### src/rtl/sdrc_req_gen_q_pkg.sv
// rtl/sdrc_req_gen_q_pkg.sv - shared types and constants for the queued request generator
package sdrc_req_gen_q_pkg;

  localparam int SDR_REQ_ID_W = 4;
  localparam int COL_BASE     = 8;

  typedef enum logic [1:0] {
    REQ_IDLE   = 2'd0,
    REQ_LOAD   = 2'd1,
    REQ_ACTIVE = 2'd2
  } req_state_e;

endpackage

### src/rtl/sdrc_sync_fifo.sv
// rtl/sdrc_sync_fifo.sv - show-ahead synchronous fifo holding queued app requests
module sdrc_sync_fifo #(
  parameter int W     = 8,
  parameter int DEPTH = 4
) (
  input  logic                     clk,
  input  logic                     reset_n,
  input  logic                     wr_en,
  input  logic [W-1:0]             wr_data,
  input  logic                     rd_en,
  output logic [W-1:0]             rd_data,
  output logic                     full,
  output logic                     empty,
  output logic [$clog2(DEPTH):0]   level
);

  localparam int PW = $clog2(DEPTH);

  logic [W-1:0]  mem [DEPTH];
  logic [PW-1:0] wr_ptr;
  logic [PW-1:0] rd_ptr;
  logic [PW:0]   count;
  logic          do_wr;
  logic          do_rd;

  // A write into a full fifo is taken when the head leaves in the same cycle.
  assign do_rd = rd_en & ~empty;
  assign do_wr = wr_en & (~full | do_rd);

  always_ff @(posedge clk or negedge reset_n) begin
    if (!reset_n) begin
      wr_ptr <= '0;
      rd_ptr <= '0;
      count  <= '0;
    end else begin
      if (do_wr) wr_ptr <= wr_ptr + 1'b1;
      if (do_rd) rd_ptr <= rd_ptr + 1'b1;
      case ({do_wr, do_rd})
        2'b10:   count <= count + 1'b1;
        2'b01:   count <= count - 1'b1;
        default: count <= count;
      endcase
    end
  end

  always_ff @(posedge clk) begin
    if (do_wr) mem[wr_ptr] <= wr_data;
  end

  assign rd_data = mem[rd_ptr];
  assign full    = (count == (PW+1)'(DEPTH));
  assign empty   = (count == '0);
  assign level   = count;

endmodule

### src/rtl/sdrc_req_gen_q.sv
// rtl/sdrc_req_gen_q.sv - queued app request to bank_ctl chunk generator
module sdrc_req_gen_q
  import sdrc_req_gen_q_pkg::*;
#(
  parameter int APP_AW   = 30,
  parameter int APP_RW   = 9,
  parameter int REQ_ID_W = SDR_REQ_ID_W,
  parameter int BA_W     = 2,
  parameter int RA_W     = 13,
  parameter int Q_DEPTH  = 4
) (
  input  logic                       clk,
  input  logic                       reset_n,
  input  logic [1:0]                 cfg_colbits,
  input  logic [APP_RW-1:0]          cfg_max_len,
  input  logic [1:0]                 sdr_width,
  input  logic                       sdr_init_done,
  input  logic                       req,
  input  logic [REQ_ID_W-1:0]        req_id,
  input  logic [APP_AW:0]            req_addr,
  input  logic [APP_AW-2:0]          req_addr_mask,
  input  logic [APP_RW-1:0]          req_len,
  input  logic                       req_wrap,
  input  logic                       req_wr_n,
  output logic                       req_ack,
  output logic [$clog2(Q_DEPTH):0]   q_level,
  output logic                       r2x_idle,
  output logic                       r2b_req,
  output logic [REQ_ID_W-1:0]        r2b_req_id,
  output logic                       r2b_start,
  output logic                       r2b_last,
  output logic                       r2b_wrap,
  output logic                       r2b_write,
  output logic [BA_W-1:0]            r2b_ba,
  output logic [RA_W-1:0]            r2b_raddr,
  output logic [11:0]                r2b_caddr,
  output logic [APP_RW-1:0]          r2b_len,
  input  logic                       b2r_ack
);

  localparam int AW = APP_AW + 1;
  localparam int LW = APP_RW + 1;
  localparam int PW = (LW > 13) ? LW : 13;
  localparam int EW = REQ_ID_W + 2 + APP_RW + 2 * AW;

  req_state_e           state, state_nxt;
  logic                 q_full, q_empty, push, pop, advance;
  logic [AW-1:0]        mask_ext;
  logic [EW-1:0]        q_wdata, q_rdata;
  logic [REQ_ID_W-1:0]  h_id;
  logic                 h_wr_n, h_wrap;
  logic [APP_RW-1:0]    h_len;
  logic [AW-1:0]        h_mask, h_addr;

  logic [AW-1:0]        cur_addr, cur_mask;
  logic [APP_RW-1:0]    rem_len;

  logic [AW-1:0]        nxt_addr, c_addr, col_mask;
  logic [APP_RW-1:0]    nxt_rem, c_rem, c_len;
  logic                 c_wrap, c_last;
  logic [3:0]           col_w;
  logic [5:0]           row_sh;
  logic [11:0]          c_caddr;
  logic [BA_W-1:0]      c_ba;
  logic [RA_W-1:0]      c_raddr;
  logic [PW-1:0]        page_full, page_lim;
  logic [LW-1:0]        page_rem, len_sel;

  assign req_ack  = req & ~q_full & sdr_init_done;
  assign push     = req_ack;
  assign pop      = (state == REQ_LOAD);
  assign advance  = (state == REQ_ACTIVE) & b2r_ack & ~r2b_last;
  assign r2b_req  = (state == REQ_ACTIVE);
  assign r2x_idle = q_empty & (state == REQ_IDLE) & ~req;

  // Narrow SDR widths address sub-word units, so the low mask bits are replicated.
  always_comb begin
    mask_ext = '0;
    case (sdr_width)
      2'b00:   mask_ext = AW'(req_addr_mask);
      2'b01:   mask_ext = AW'({req_addr_mask, req_addr_mask[0]});
      default: mask_ext = AW'({req_addr_mask, req_addr_mask[1:0]});
    endcase
  end

  assign q_wdata = {req_id, req_wr_n, req_wrap, req_len, mask_ext, req_addr};
  assign {h_id, h_wr_n, h_wrap, h_len, h_mask, h_addr} = q_rdata;

  sdrc_sync_fifo #(
    .W     (EW),
    .DEPTH (Q_DEPTH)
  ) u_queue (
    .clk     (clk),
    .reset_n (reset_n),
    .wr_en   (push),
    .wr_data (q_wdata),
    .rd_en   (pop),
    .rd_data (q_rdata),
    .full    (q_full),
    .empty   (q_empty),
    .level   (q_level)
  );

  // Chunk for either the freshly popped head or the remainder after the current chunk.
  always_comb begin
    nxt_addr  = (cur_mask & (cur_addr + AW'(r2b_len))) | (~cur_mask & cur_addr);
    nxt_rem   = rem_len - r2b_len;
    c_addr    = pop ? h_addr : nxt_addr;
    c_rem     = pop ? h_len  : nxt_rem;
    c_wrap    = pop ? h_wrap : r2b_wrap;
    col_w     = 4'(COL_BASE) + {2'b00, cfg_colbits};
    row_sh    = 6'(col_w) + 6'(BA_W);
    col_mask  = (AW'(1) << col_w) - AW'(1);
    c_caddr   = 12'(c_addr & col_mask);
    c_ba      = BA_W'(c_addr >> col_w);
    c_raddr   = RA_W'(c_addr >> row_sh);
    page_full = (PW'(1) << col_w) - PW'(c_caddr);
    page_lim  = PW'(1) << APP_RW;
    page_rem  = (page_full > page_lim) ? LW'(page_lim) : LW'(page_full);
    len_sel   = LW'(c_rem);
    if (!c_wrap && (page_rem < len_sel)) len_sel = page_rem;
    if ((cfg_max_len != '0) && (LW'(cfg_max_len) < len_sel)) len_sel = LW'(cfg_max_len);
    c_len     = APP_RW'(len_sel);
    c_last    = (c_len == c_rem);
  end

  always_ff @(posedge clk or negedge reset_n) begin
    if (!reset_n) state <= REQ_IDLE;
    else          state <= state_nxt;
  end

  // A push in the same cycle counts as queued work so a lone request reaches bank_ctl two cycles after its ack.
  always_comb begin
    state_nxt = state;
    case (state)
      REQ_IDLE:   if (!q_empty || push) state_nxt = REQ_LOAD;
      REQ_LOAD:   state_nxt = REQ_ACTIVE;
      REQ_ACTIVE: if (b2r_ack && r2b_last) state_nxt = (!q_empty || push) ? REQ_LOAD : REQ_IDLE;
      default:    state_nxt = REQ_IDLE;
    endcase
  end

  always_ff @(posedge clk or negedge reset_n) begin
    if (!reset_n) begin
      cur_addr   <= '0;
      cur_mask   <= '0;
      rem_len    <= '0;
      r2b_req_id <= '0;
      r2b_start  <= 1'b0;
      r2b_last   <= 1'b0;
      r2b_wrap   <= 1'b0;
      r2b_write  <= 1'b0;
      r2b_ba     <= '0;
      r2b_raddr  <= '0;
      r2b_caddr  <= '0;
      r2b_len    <= '0;
    end else if (pop) begin
      cur_addr   <= h_addr;
      cur_mask   <= h_mask;
      rem_len    <= h_len;
      r2b_req_id <= h_id;
      r2b_start  <= 1'b1;
      r2b_last   <= c_last;
      r2b_wrap   <= h_wrap;
      r2b_write  <= ~h_wr_n;
      r2b_ba     <= c_ba;
      r2b_raddr  <= c_raddr;
      r2b_caddr  <= c_caddr;
      r2b_len    <= c_len;
    end else if (advance) begin
      cur_addr   <= nxt_addr;
      rem_len    <= nxt_rem;
      r2b_start  <= 1'b0;
      r2b_last   <= c_last;
      r2b_ba     <= c_ba;
      r2b_raddr  <= c_raddr;
      r2b_caddr  <= c_caddr;
      r2b_len    <= c_len;
    end
  end

endmodule
### config.mk
export PLATFORM = sky130hd
export DESIGN_NAME = sdrc_req_gen_q
export DESIGN_NICKNAME = d
export VERILOG_FILES = /design/src/rtl/sdrc_req_gen_q_pkg.sv /design/src/rtl/sdrc_sync_fifo.sv /design/src/rtl/sdrc_req_gen_q.sv
export SDC_FILE = /design/constraint.sdc
export NUM_CORES = 1
export LEC_CHECK = 0
export ABC_AREA = 1
export CORE_ASPECT_RATIO = 1.25
export CORE_UTILIZATION = 50
export DETAILED_ROUTE_END_ITERATION = 7
export PLACE_DENSITY = 0.76
export SLEW_MARGIN = 10
export SYNTH_ARGS = -nofsm -noshare
export SYNTH_HDL_FRONTEND = slang
export SYNTH_HIERARCHICAL = 1
export SYNTH_SLANG_ARGS = --single-unit
export TNS_END_PERCENT = 50
### constraint.sdc
create_clock -name clk -period 18.1 [get_ports clk]
set_clock_uncertainty 0.15 [all_clocks]
set_input_delay 2.715 -clock clk [delete_from_list [all_inputs] [get_ports clk]]
set_output_delay 2.715 -clock clk [all_outputs]
set_load 0.02 [all_outputs]
==> results of run 1 <==
cell type report:
class,count,area [µm²]
Tap cell,474,593
Clock buffer,45,990
Sequential cell,374,10700
Clock inverter,21,176
Inverter,156,587
Fill cell,2989,14700
Multi-Input combinational cell,1285,6290
Timing Repair Buffer,149,1450
where the power goes:
group	switching [mW]	internal (mW)
logic	1.27	0.654
clock network	0.322	0.410
registers	0.141	1.11
total	1.73	2.17
worst paths after layout:
check / depth (start not counted) / slack (ps) / endpoint
setup / recovery: 33 / 9620 / r2b_last
hold / removal: 2 / 330 / r2b_req_id[1]
setup reg to reg: 38 / 10440 / r2b_last
hold reg to reg: 2 / 330 / r2b_req_id[1]
max in group asynchronous: 2 / 14350 / u_queue/rd_ptr[0]
min in group asynchronous: 1 / 2000 / r2b_len[7]
worst max-delay path, delay by kind of cell:
| kind | cells | cell delay (ps) |
|---|---|---|
| AOI/OAI and AO/OA | 6 | 1080 |
| adders and majority gates | 3 | 900 |
| buffers and inverters | 5 | 1720 |
| and+or+nand+nor | 19 | 2380 |
layout by cell type (no fill, tap or decap), types with 39 or more instances in the layout:
cell,n
ha_1,39
o21ai_0,228
dfrtp_1,105
inv_1,146
edfxtp_1,268
nand3_1,94
clkdlybuf4s50_1,133
o21ai_1,82
nand2_1,407
nor2_1,264
routing by layer:
metal	wire (µm)	track usage, %	share of wire [%]	vias to the layer above
li1	-	-	-	6662
met2	20300	38.3	49	392
met5	0	0	0	-
met3	2600	3.21	6.2	57
met4	1020	7.61	2.4	0
met1	17800	31.2	43	6362
registers in the layout, indices dropped and copies added, names as in the netlist, 3 cells and up:
| name | count |
|---|---|
| cur_addr | 18 |
| rem_len | 9 |
| r2b_raddr | 13 |
| cur_mask | 26 |
| u_queue/level | 3 |
| u_queue/mem | 268 |
| r2b_req_id | 4 |
| r2b_len | 9 |
| r2b_caddr | 12 |
through the flow:
step	setup slack [ps]	hold slack, ps	cells	utilization [%]
global route	9020	355	2504	58.6
detailed placement	9100	314	2438	55.4
floorplan	10690	299	1917	-
global placement	9180	313	2438	55.4
CTS	9640	331	2504	58.6
finish	9620	328	2504	58.6
==> results.sh, run 1 <==
export IMPL_drt_initial_drc_count=1233
export IMPL_ir_worst_vdd_mv=0.0807
export IMPL_finalCritPeriodShare_pct=46.8
export IMPL_synth_area_per_cell_um2=9.40
export IMPL_wirelength_um=41800
export IMPL_grt_pass1_vias=12800
export IMPL_slew_viol_final=0
export IMPL_area_growth_pct=15.4
export IMPL_worstHoldStart="r2b_req_id[1]"
export IMPL_fin_nets=2137
export IMPL_coreArea_um2=35500
export IMPL_cp_startpoint="cfg_colbits[0]"
export IMPL_critPathLaunchType="input pin"
export IMPL_slew_headroom_pct=28.3
export IMPL_syn_inst=1917
export IMPL_grt_first_pass_wirelength_um=66400
export IMPL_hold_viol=0
export IMPL_port_buffers=134
export IMPL_antenna_found_initial=0
export IMPL_p_leak_nw=8.43
export IMPL_cts_made_buffers=36
export IMPL_num_rows=77
export IMPL_endpoint_kind="flip-flop"
export IMPL_clk_latency_ps=540
export IMPL_die_h_um=214
export IMPL_cts_setup_buffers=0
export IMPL_htreeDepth=2
export IMPL_rsz0062_at_grt="no"
export IMPL_io_pins=143
export IMPL_hold_buffers=0
export IMPL_tns_ps=0
export IMPL_worstPathArrival_ps=8800
export IMPL_p_total_mw=3.91
export IMPL_fp_dieW_um=172
export IMPL_ctsResizeCount=0
export IMPL_crit_path_max_fanout=18
export IMPL_required_ps=18420
export IMPL_finalSetupViolCount=0
export IMPL_drv_cap=0
export IMPL_slowest_stage="clkdlybuf4s50_1"
export IMPL_drt_pass1_iterations=6
export IMPL_stdcell_area_um2=20800
export IMPL_period_needed_ps=8480
export IMPL_n_antenna_cell=0
export IMPL_hpwl_um=27300
export IMPL_clock_path_buffers=3
export IMPL_clkSinkCount=374
export IMPL_fmax_mhz=118
export IMPL_post_dp_cell_area_um2=19600
export IMPL_drive_gt1_share_pct=5.91
export IMPL_power_density_nw_per_um2=188
export IMPL_clk_pin_slew_ps=60
export IMPL_via_count=13500
export IMPL_drc_errors=0
export IMPL_critical_path_class="in -> reg"
export IMPL_slowest_delay_ps=810
export IMPL_netlist_area_um2=18000
export IMPL_syn_num_nets=2052
export IMPL_gp_congestion=0.892
export IMPL_grt_usage_pct=23.1
export IMPL_grt_max_degree=97
export IMPL_die_area_um2=36800
export IMPL_cts_root_buf="clkbuf_16"
export IMPL_worst_pin_slew_ps=1070
export IMPL_min_path_type="reg -> reg"
export IMPL_status="completed"
export IMPL_cts_tree="done"
export IMPL_wl_per_cell_um=16.7
export IMPL_reg2reg_from="u_queue/rd_ptr[0]"
export IMPL_worst_path_most_repeated_cell="nand2_1"
export IMPL_ys_warnings_count=6
export IMPL_ant_nets=0
export IMPL_start_util_pct=50.8
export IMPL_globalRoute_totalOverflow=0
export IMPL_via_per_inst=5.38
Note: power is estimated with default switching activity, not from simulation.
==> inputs of run 2 (changes only) <==
PLACE_DENSITY = 0.78   (was 0.76)
clock period = 6.8 ns   (was 18.1 ns; I/O delays follow)
==> run 2 against run 1 <==
Non-clock buffer count rose by 24. Wire length rose by 2.1%. Worst hold slack improved by 3.7 ps. Combinational power rose to 2.8 times the previous value. Global-route usage rose by 0.52 points. Clock power rose to 2.8 times the previous value. Highest routed layer unchanged.
==> results.sh, run 2 (synthesis gave the netlist of run 1 again) <==
export IMPL_tns_ps=0
export IMPL_fmax_mhz=159
export IMPL_power_density_nw_per_um2=508
export IMPL_wirelength_um=42600
export IMPL_clk_pin_slew_ps=70
export IMPL_slowest_stage="dfrtp_1"
export IMPL_final_util_pct=59.3
export IMPL_fin_nets=2160
export IMPL_htreeDepth=2
export IMPL_drv_cap=0
export IMPL_final_common_cell="nand2_1"
export IMPL_post_dp_cell_area_um2=19800
export IMPL_critical_path_class="reg -> reg"
export IMPL_p_leak_nw=8.55
export IMPL_drt_pass1_iterations=5
export IMPL_final_cell_mix="nand2_1, edfxtp_1, nor2_1"
export IMPL_stdcell_area_um2=21000
export IMPL_via_count=13700
export IMPL_hold_viol=0
export IMPL_globalRoute_totalOverflow=0
export IMPL_antenna_found_initial=3
export IMPL_final_cells=2529
export IMPL_clkSinkCount=374
export IMPL_port_buffers=134
export IMPL_top_regs="u_queue/mem x268, cur_mask x26, cur_addr x18"
export IMPL_cts_made_buffers=35
export IMPL_rsz0062_at_grt="no"
export IMPL_crit_path_max_fanout=7
export IMPL_fp_dieW_um=172
export IMPL_cts_root_buf="clkbuf_16"
export IMPL_wl_per_cell_um=16.9
export IMPL_grt_usage_pct=23.6
export IMPL_p_total_mw=10.7
export IMPL_slew_viol_final=0
export IMPL_endpoint_kind="flip-flop"
export IMPL_die_h_um=214
export IMPL_start_util_pct=50.8
export IMPL_finalCritPeriodShare_pct=92.4
export IMPL_period_needed_ps=6280
export IMPL_cp_startpoint="r2b_len[0]"
export IMPL_grt_pass1_vias=13300
export IMPL_ir_worst_vdd_mv=0.244
export IMPL_coreArea_um2=35500
export IMPL_area_growth_pct=16.7
export IMPL_grt_max_degree=89
export IMPL_num_rows=77
export IMPL_status="completed"
export IMPL_largest_reg_flops=268
export IMPL_clk_latency_ps=530
export IMPL_worst_pin_slew_ps=944
export IMPL_min_path_type="reg -> reg"
export IMPL_worst_path_most_repeated_cell="nand2_1"
export IMPL_via_per_inst=5.42
export IMPL_drt_initial_drc_count=1079
export IMPL_drive_gt1_share_pct=7.07
export IMPL_rrSetupSlack_ps=520
export IMPL_slowest_delay_ps=430
export IMPL_worstHoldStart="r2b_raddr[12]"
export IMPL_hpwl_um=29100
export IMPL_regMostFlops="u_queue/mem"
export IMPL_slew_headroom_pct=36.4
export IMPL_ant_nets=0
export IMPL_clock_path_buffers=3
export IMPL_die_area_um2=36800
export IMPL_io_pins=143
export IMPL_cts_tree="done"
export IMPL_worstPathArrival_ps=6610
export IMPL_grt_first_pass_wirelength_um=68100
export IMPL_finalSetupViolCount=0
export IMPL_reg2reg_from="r2b_len[0]"
export IMPL_drc_errors=0
export IMPL_required_ps=7120
export IMPL_dpl_cell_count=2458
export IMPL_gp_congestion=0.905
export IMPL_critPathLaunchType="flip-flop"
run 2: cell types whose count changed in the layout (fill, tap and decap cells not counted), sizes merged:
| cell | previous run | this run |
|---|---|---|
| clkinv | 17 | 16 |
| clkbuf | 45 | 42 |
| inv | 157 | 155 |
| buf | 16 | 40 |
| clkinvlp | 2 | 1 |
| diode | 0 | 3 |
| bufinv | 1 | 6 |
run 2: final timing paths:
path	end	depth (start not counted)
max in group asynchronous	cur_addr[22]	2
max	r2b_last	42
min	r2b_raddr[12]	2
min reg2reg	r2b_raddr[12]	2
min in group asynchronous	r2b_len[6]	1
max reg2reg	r2b_last	42
run 2: timing repair:
action	CTS	global route
buffers inserted	0	4
resized for setup	0	10
hold buffers	0	0
endpoints found under the setup margin	0	2
run 2: per-layer routing:
layer	GRT usage [%]	part of all wire [%]	routed length (µm)	up-vias
li1	-	-	-	6697
met4	8.97	3.3	1420	0
met2	39.4	49	20900	385
met1	31.3	42	18100	6552
met3	3.12	5.3	2260	79
met5	0	0	0	-
run 2: cell type report:
class                      instances  area, µm²
timing repair buffer             173       1640
fill                            2947      14400
sequential                       374      10700
inverter                         156        588
tap                              474        593
antenna                            3       7.51
clock inverter                    22        273
multi-input combinational       1285       6310
clock buffer                      42        912
run 2: power by group:
group,switching [mW],total (mW),internal [mW]
combinational,3.48,5.36,1.88
sequential,0.338,3.29,2.96
clock,0.837,2.03,1.19
run 2: metrics by stage:
step | worst slack (ps) | hold WS (ps)
floorplan | 959 | 299
global placement | 337 | 316
detailed placement | 249 | 319
CTS | 229 | 335
global route | 10.7 | 355
finish | 516 | 332
run 2: critical path: cells and delay by family, from the launching register on:
family / cells / cell delay (ps)
compound gates: 6 / 920
fa+ha+maj: 5 / 1460
buf+inv: 4 / 630
flops: 1 / 430
simple gates: 27 / 2630
